--- config.mk ---
export PLATFORM = sky130hd
export DESIGN_NAME = wallace_mac_ctrl
export DESIGN_NICKNAME = d
export VERILOG_FILES = /design/src/rtl/wallace_mac_ctrl_pkg.sv /design/src/rtl/wallace_mac_ctrl_mac_accumulator.sv /design/src/rtl/wallace_mac_ctrl.sv
export SDC_FILE = /design/constraint.sdc
export NUM_CORES = 1
export LEC_CHECK = 0
export CAP_MARGIN = 0
export CORE_MARGIN = 1.5
export CORE_UTILIZATION = 53
export CTS_CLUSTER_SIZE = 30
export DETAILED_ROUTE_END_ITERATION = 7
export GPL_TIMING_DRIVEN = 0
export PLACE_DENSITY = 0.8
export SYNTH_ARGS = -nofsm -noshare
export SYNTH_HDL_FRONTEND = slang
export SYNTH_SLANG_ARGS = --single-unit
--- constraint.sdc ---
create_clock -name clk -period 2.8 [get_ports clk]
set_input_delay 0.56 -clock clk [delete_from_list [all_inputs] [get_ports clk]]
set_output_delay 0.56 -clock clk [all_outputs]
set_load 0.005 [all_outputs]
--- src/rtl/wallace_mac_ctrl_pkg.sv ---
// Shared types and constants for the Wallace-multiplier MAC wrapper.
// Operand/product widths are fixed by the external 4x4 multiplier.
package wallace_mac_ctrl_pkg;

    localparam int OP_W      = 4;
    localparam int PROD_W    = 9;
    localparam int ACC_W_DEF = 16;
    localparam int CNT_W_DEF = 8;

    typedef enum logic [1:0] {
        S_ACC   = 2'd0,
        S_CLOSE = 2'd1,
        S_OUT   = 2'd2
    } state_t;

endpackage

--- src/rtl/wallace_mac_ctrl_mac_accumulator.sv ---
// Stage-2 accumulate: adds the multiplier product, tracks term count and overflow, holds the frame result.
// MAC_SATURATE_EN defined: accumulator clamps to all-ones on carry-out; otherwise it wraps.
module wallace_mac_ctrl_mac_accumulator
    import wallace_mac_ctrl_pkg::*;
#(
    parameter int ACC_W = ACC_W_DEF,
    parameter int CNT_W = CNT_W_DEF
) (
    input  logic              clk,
    input  logic              rst_n,
    input  logic              s1_valid_i,
    input  logic              s1_last_i,
    input  logic [PROD_W-1:0] mul_p_i,
    input  logic              out_xfer_i,
    output logic [ACC_W-1:0]  out_sum_o,
    output logic [CNT_W-1:0]  out_count_o,
    output logic              out_ovf_o,
    output logic              out_valid_o
);

    logic [ACC_W-1:0] acc_q, acc_d, acc_upd;
    logic [CNT_W-1:0] cnt_q, cnt_d, cnt_upd;
    logic             ovf_q, ovf_d, ovf_upd;
    logic [ACC_W-1:0] osum_q, osum_d;
    logic [CNT_W-1:0] ocnt_q, ocnt_d;
    logic             oovf_q, oovf_d;
    logic             ovld_q, ovld_d;
    logic [ACC_W:0]   sum;

    always_comb begin
        sum = {1'b0, acc_q} + {{(ACC_W+1-PROD_W){1'b0}}, mul_p_i};
`ifdef MAC_SATURATE_EN
        acc_upd = sum[ACC_W] ? {ACC_W{1'b1}} : sum[ACC_W-1:0];
`else
        acc_upd = sum[ACC_W-1:0];
`endif
        cnt_upd = cnt_q + CNT_W'(1);
        ovf_upd = ovf_q | sum[ACC_W];

        acc_d  = acc_q;
        cnt_d  = cnt_q;
        ovf_d  = ovf_q;
        osum_d = osum_q;
        ocnt_d = ocnt_q;
        oovf_d = oovf_q;
        ovld_d = ovld_q & ~out_xfer_i;

        if (s1_valid_i) begin
            if (s1_last_i) begin
                // Last term: publish the updated totals and restart the frame from zero.
                osum_d = acc_upd;
                ocnt_d = cnt_upd;
                oovf_d = ovf_upd;
                ovld_d = 1'b1;
                acc_d  = '0;
                cnt_d  = '0;
                ovf_d  = 1'b0;
            end else begin
                acc_d = acc_upd;
                cnt_d = cnt_upd;
                ovf_d = ovf_upd;
            end
        end
    end

    always_ff @(posedge clk or negedge rst_n) begin
        if (!rst_n) begin
            acc_q  <= '0;
            cnt_q  <= '0;
            ovf_q  <= 1'b0;
            osum_q <= '0;
            ocnt_q <= '0;
            oovf_q <= 1'b0;
            ovld_q <= 1'b0;
        end else begin
            acc_q  <= acc_d;
            cnt_q  <= cnt_d;
            ovf_q  <= ovf_d;
            osum_q <= osum_d;
            ocnt_q <= ocnt_d;
            oovf_q <= oovf_d;
            ovld_q <= ovld_d;
        end
    end

    assign out_sum_o   = osum_q;
    assign out_count_o = ocnt_q;
    assign out_ovf_o   = oovf_q;
    assign out_valid_o = ovld_q;

endmodule

--- src/rtl/wallace_mac_ctrl.sv ---
// Dot-product MAC wrapper around an external 4x4 Wallace multiplier; frame result on valid/ready.
// Optional MAC_SATURATE_EN selects a saturating accumulator instead of a wrapping one.
module wallace_mac_ctrl
    import wallace_mac_ctrl_pkg::*;
#(
    parameter int ACC_W = ACC_W_DEF,
    parameter int CNT_W = CNT_W_DEF
) (
    input  logic              clk,
    input  logic              rst_n,
    input  logic [OP_W-1:0]   in_a,
    input  logic [OP_W-1:0]   in_b,
    input  logic              in_last,
    input  logic              in_valid,
    output logic              in_ready,
    output logic [OP_W-1:0]   mul_a,
    output logic [OP_W-1:0]   mul_b,
    input  logic [PROD_W-1:0] mul_p,
    output logic [ACC_W-1:0]  out_sum,
    output logic [CNT_W-1:0]  out_count,
    output logic              out_ovf,
    output logic              out_valid,
    input  logic              out_ready
);

    state_t          state_q;
    logic [OP_W-1:0] mul_a_q, mul_b_q;
    logic            s1_valid_q, s1_last_q;
    logic            in_xfer, out_xfer;

    // in_ready depends on state only, so no combinational path from in_valid or out_ready.
    assign in_ready = (state_q == S_ACC);
    assign in_xfer  = in_valid && in_ready;
    assign out_xfer = out_valid && out_ready;

    always_ff @(posedge clk or negedge rst_n) begin
        if (!rst_n) begin
            state_q <= S_ACC;
        end else begin
            case (state_q)
                S_ACC:   if (in_xfer && in_last) state_q <= S_CLOSE;
                S_CLOSE: state_q <= S_OUT;
                S_OUT:   if (out_xfer) state_q <= S_ACC;
                default: state_q <= S_ACC;
            endcase
        end
    end

    always_ff @(posedge clk or negedge rst_n) begin
        if (!rst_n) begin
            mul_a_q    <= '0;
            mul_b_q    <= '0;
            s1_valid_q <= 1'b0;
            s1_last_q  <= 1'b0;
        end else begin
            s1_valid_q <= in_xfer;
            if (in_xfer) begin
                mul_a_q   <= in_a;
                mul_b_q   <= in_b;
                s1_last_q <= in_last;
            end
        end
    end

    assign mul_a = mul_a_q;
    assign mul_b = mul_b_q;

    wallace_mac_ctrl_mac_accumulator #(
        .ACC_W (ACC_W),
        .CNT_W (CNT_W)
    ) u_acc (
        .clk         (clk),
        .rst_n       (rst_n),
        .s1_valid_i  (s1_valid_q),
        .s1_last_i   (s1_last_q),
        .mul_p_i     (mul_p),
        .out_xfer_i  (out_xfer),
        .out_sum_o   (out_sum),
        .out_count_o (out_count),
        .out_ovf_o   (out_ovf),
        .out_valid_o (out_valid)
    );

endmodule

-- After elaboration in Yosys (flattened, before gate mapping)
Cells that the tools add are included.
- flip-flop bits (word level): 63
- bits of input ports: 22
- output and inout port bits: 35
- word-level logic and storage cells: 35
- $add $sub $neg: 2
- eq/ne operators: 4
- mux-type cells: 8
- bitwise gates (word level): 3
- reductions and logical operators: 6
- operators by type and width (operator ; count):
    16-bit by 9-bit adder with 17-bit output ; 1
    16-bit 2-to-1 mux ; 1
    8-bit by 1-bit adder with 8-bit output, second input constant ; 1
    8-bit 2-to-1 mux ; 1
    2-bit case mux with 3 select lines ; 1
    2-bit 2-to-1 mux ; 2
    2-bit by 1-bit != test with 1-bit output, second input constant ; 2
    2-bit AND reduction ; 2
    1-bit logical AND ; 3
    1-bit 2-to-1 mux ; 3
    2-bit by 1-bit equality test with 1-bit output, second input constant ; 1
    2-bit equality test, second input constant ; 1
    2-bit logical NOT ; 1
    1-bit bitwise AND ; 1
    1-bit inverter ; 1
    1-bit OR ; 1

-- Longest topological paths before layout
- depth in word-level cells: 5
- depth in mapped cells: 7
- gate-level depth less buffers: 7

-- Cells and area by module
From an unflattened synthesis, not the netlist that was laid out.
- cells, all modules: 292
- area, all modules: 3111.7 um^2
- by module, submodules not included (module ; times used ; cells each ; area an instance (um^2) ; sequential area each (um^2)):
    wallace_mac_ctrl_mac_accumulator ; 1 ; 263 ; 2651.3 ; 1276.2
    wallace_mac_ctrl ; 1 ; 29 ; 460.4 ; 300.3

-- Least setup slack after synthesis
Ideal clock, no wire load.
- kind: input to register
- from: in mul_p[0]
- to: reg u_acc.acc_q[10]
- library setup time: 0.120 ns
- data arrival time: 2.259 ns
- required time: 2.680 ns
- slack: 0.422 ns
- stages on the path: 7
- buffers on the path: 0
- cell sequence: ha_1 -> fa_1 -> a21o_1 -> a221oi_4 -> o211ai_4 -> a32o_1 -> a31o_1
- word-level cells in the longest chain between the ends: 2
- RTL lines (element ; RTL line ; text):
    start, declared ; wallace_mac_ctrl.sv:18 ; input logic [PROD_W-1:0] mul_p,
    16-bit by 9-bit adder with 17-bit output ; wallace_mac_ctrl_mac_accumulator.sv:31 ; sum = {1'b0, acc_q} + {{(ACC_W+1-PROD_W){1'b0}}, mul_p_i};
    16-bit 2-to-1 mux ; wallace_mac_ctrl_mac_accumulator.sv:49 ; if (s1_last_i) begin
    end signal, assigned ; wallace_mac_ctrl_mac_accumulator.sv:68 ; acc_q <= '0;
    end signal, assigned ; wallace_mac_ctrl_mac_accumulator.sv:76 ; acc_q <= acc_d;
    end, declared ; wallace_mac_ctrl_mac_accumulator.sv:21 ; logic [ACC_W-1:0] acc_q, acc_d, acc_upd;
Every way passes these cells.
A chain may end at the register's enable or synchronous reset.

-- Worst setup path in the final report
Same ends and word-level chain as after synthesis.

==> results.toml <==
[timing]
period_share_pct = 94.8
drv_slew = 0
slew_headroom_pct = 47.5
rsz0062_at_grt = "false"
layout_min_cycle_time_ns = 2.65
clock_skew_ns = 0.00737
hold_viol = 0
worst_pin_slew_ns = 0.788
max_freq_mhz = 377
setup_violations = 0

[global_routing]
grt_max_degree = 64
grt_pass1_wl_mm = 12.0
grtUsageMet1_pct = 32.9
grtUsageMet2_pct = 37.6
antenna_found_initial = 0
grt_pass1_vias = 2574
grtUsageMet3_pct = 5.06
overflow = 0
busiest_layer = "met2"
grt_usage_pct = 24.5

[finish]
n_fill_cell = 459
final_util_pct = 69.1
drive_above_1_share_pct = 11.7
instances_no_fill = 452
diodes = 0
fin_nets = 405
synthToLayoutAreaGrowth_pct = 26.1

[yosys]
synth_cell_types = 53
syn_area_per_cell_um2 = 10.6
syn-num-nets = 338
synth-edff-count = 0
synthCells = 305
netlist_area_um2 = 3230
synth-seq-area-share_pct = 48.9
async_reset_ff_share_pct = 100
synth.ff_latch_count = 63
yosys_warnings = 0
synth_ff_type = "dfrtp_1"

[route]
wirelength_mm = 7.32
avgRoutedWirePerCell_um = 16.2
drc_errors = 0
num_vias = 2612
route.antenna.remaining_nets = 0
first_pass_iters = 5
first_iter_violations = 155
vias_per_cell = 5.78

[power]
p_leak_nw = 1.78
peakVddDrop_v = 0.000624
power-per-cell-area_nw_per_um2 = 1010

[critical_path]
worstPathRequired_ns = 3.03
worst-endpoint-arrival_ns = 2.88
end_kind = "flip-flop"
path_max_fanout = 7
slowest_stage = "fa_1"
cp-start-kind = "input port"
cp_top_family = "compound AO/OA/AOI/OAI gates"
cpPeakStageDelay_ns = 0.44
path_class = "in2reg"
path_cells = "clkdlybuf4s50_1 > ha_1 > fa_1 > a21o_1 > a221oi_4 > o211ai_4 > a32o_1 > a31o_1"
critPathBufInv = 1

[floorplanning]
die_h_um = 81.0
io_pins = 57
fp-row-count = 28
fp.coreArea_um2 = 5890
initial_utilization_pct = 54.8
dieArea_um2 = 6570
die_w_um = 81.0

[placed_design]
dp_cells = 436
port-buffer-count = 56
gp_congestion = 0.847
hpwl_mm = 5.14

[clock_tree]
postCtsSetupBuffers = 0
cts_buffers = 9
htree_levels = 3
cts_tree = "built"
clock_sinks = 63
cts.repair.resized = 0
root_buffer = "clkbuf_8"
cts_buffer_depth = 2
path_clk_slew_ns = 0.07
insertion_delay_ns = 0.34
holdBufCountCts = 0

[worst_hold_path]
min_path_type = "in2async"

[status]
status = "finished, final reports clean"

[job]
max_cap_violations = 0
[layer usage]
layer | wire [um] | part of all wire [%] | up-vias
met3 | 396 | 5.4 | 17
met2 | 3400 | 47 | 88
li1 | - | - | 1249
met4 | 207 | 2.8 | 0
met5 | 0 | 0 | -
met1 | 3310 | 45 | 1258
[final cells by class]
| type | count | area, um^2 | area share (%) |
|---|---|---|---|
| Buffer | 17 | 73.8 | 1.81 |
| Multi-Input combinational cell | 219 | 1550 | 38.2 |
| Clock buffer | 12 | 145 | 3.57 |
| Sequential cell | 63 | 1580 | 38.7 |
| Tap cell | 75 | 93.8 | 2.31 |
| Inverter | 6 | 22.5 | 0.554 |
| Timing Repair Buffer | 56 | 558 | 13.7 |
| Clock inverter | 4 | 45.0 | 1.11 |
[cells in the final DEF (no fill, tap or decap), drive strengths merged, types with 2 or more instances in the layout]
cell type / instances
dfrtp: 63
clkdlybuf4s50: 55
nand2: 32
o21ai: 25
clkbuf: 23
nor2: 18
nand3: 11
mux2: 11
and3: 11
a21oi: 11
ha: 10
a21o: 9
xnor2: 9
buf: 7
o2bb2ai: 6
inv: 6
o211ai: 6
a31o: 6
nor2b: 5
a22o: 5
o31ai: 5
xor2: 4
o21a: 3
a31oi: 3
clkinv: 3
and2: 2
mux2i: 2
a221oi: 2
a32o: 2
a211oi: 2
a2111oi: 2
a221o: 2
nor3: 2
or2: 2
[per-stage QoR]
stage	area (um^2)	power, mW	setup TNS [ns]	hold WS [ns]	worst slack (ns)
after floorplan	3230	2.56	0	0.264	0.422
after global placement	3880	3.26	-56.63	0.461	-0.895
after detailed placement	3880	3.34	-0.499	0.470	-0.171
after CTS	4070	4.12	0	0.340	0.172
after global routing	4070	4.38	0	0.375	0.109
final	4070	4.09	0	0.300	0.146
[path summary, 6_finish.rpt]
check,start,endpoint,slack (ns),cells past startpoint
max,mul_p[0],u_acc.acc_q[10],0.15,8
min,rst_n,u_acc.out_sum_o[4],0.30,1
max reg2reg,u_acc.acc_q[0],u_acc.acc_q[10],0.43,7
min reg2reg,state_q[0],state_q[1],0.47,1
max in group asynchronous,rst_n,u_acc.acc_q[9],1.97,1
min in group clk,state_q[0],state_q[1],0.47,1
[sequential cells by signal, summed over array words and instances (netlist names), 2 cells and up]
signal             count
u_acc.acc_q           16
u_acc.out_sum_o       16
u_acc.cnt_q            8
u_acc.out_count_o      8
mul_a                  4
mul_b                  4
state_q                2
[Yosys cell counts (all sizes together) (2+ instances only)]
library cell | number | share of area [%]
a2111oi | 2 | 0.54
a211oi | 2 | 0.47
a21o | 9 | 2.1
a21oi | 11 | 2.2
a221o | 2 | 0.62
a221oi | 2 | 1.6
a22o | 5 | 1.4
a31o | 6 | 1.6
a31oi | 3 | 0.58
a32o | 2 | 0.62
and2 | 2 | 0.39
and3 | 11 | 2.2
buf | 6 | 1.0
clkbuf | 11 | 1.3
dfrtp | 63 | 49
ha | 10 | 3.9
inv | 6 | 0.70
mux2 | 11 | 3.8
mux2i | 2 | 0.62
nand2 | 32 | 3.7
nand3 | 11 | 1.7
nor2 | 18 | 2.1
nor2b | 5 | 0.97
nor3 | 2 | 0.31
o211ai | 6 | 1.8
o21a | 3 | 0.70
o21ai | 25 | 3.9
o2bb2ai | 6 | 1.6
o31ai | 5 | 1.2
or2 | 2 | 0.47
xnor2 | 9 | 2.4
xor2 | 4 | 1.1
[worst register-to-register path, stage by stage, from the launching register on]
cell and delay [ns]:
dfrtp_1 0.38, ha_1 0.24, fa_1 0.44, a21o_1 0.23, a221oi_4 0.36, o211ai_4 0.16
a32o_1 0.28, a31o_1 0.18
[power by group]
part           switching, mW  total (mW)  internal [mW]
registers              0.229        1.47           1.24
logic                  0.922        1.86          0.938
clock network          0.333       0.765          0.431
[logic make-up (layout without fill, tap and decap cells)]
family,Yosys count,after routing,share of synthesized area [%]
muxes,13,13,4.46
DFF,63,63,48.9
and+or+nand+nor,83,83,11.8
adders and majority gates,11,11,4.50
AOI/OAI and AO/OA,99,99,23.8
xor gates and xnor gates,13,13,3.53
buffers and inverters,23,95,2.99
(Power assumes the default switching activity.)
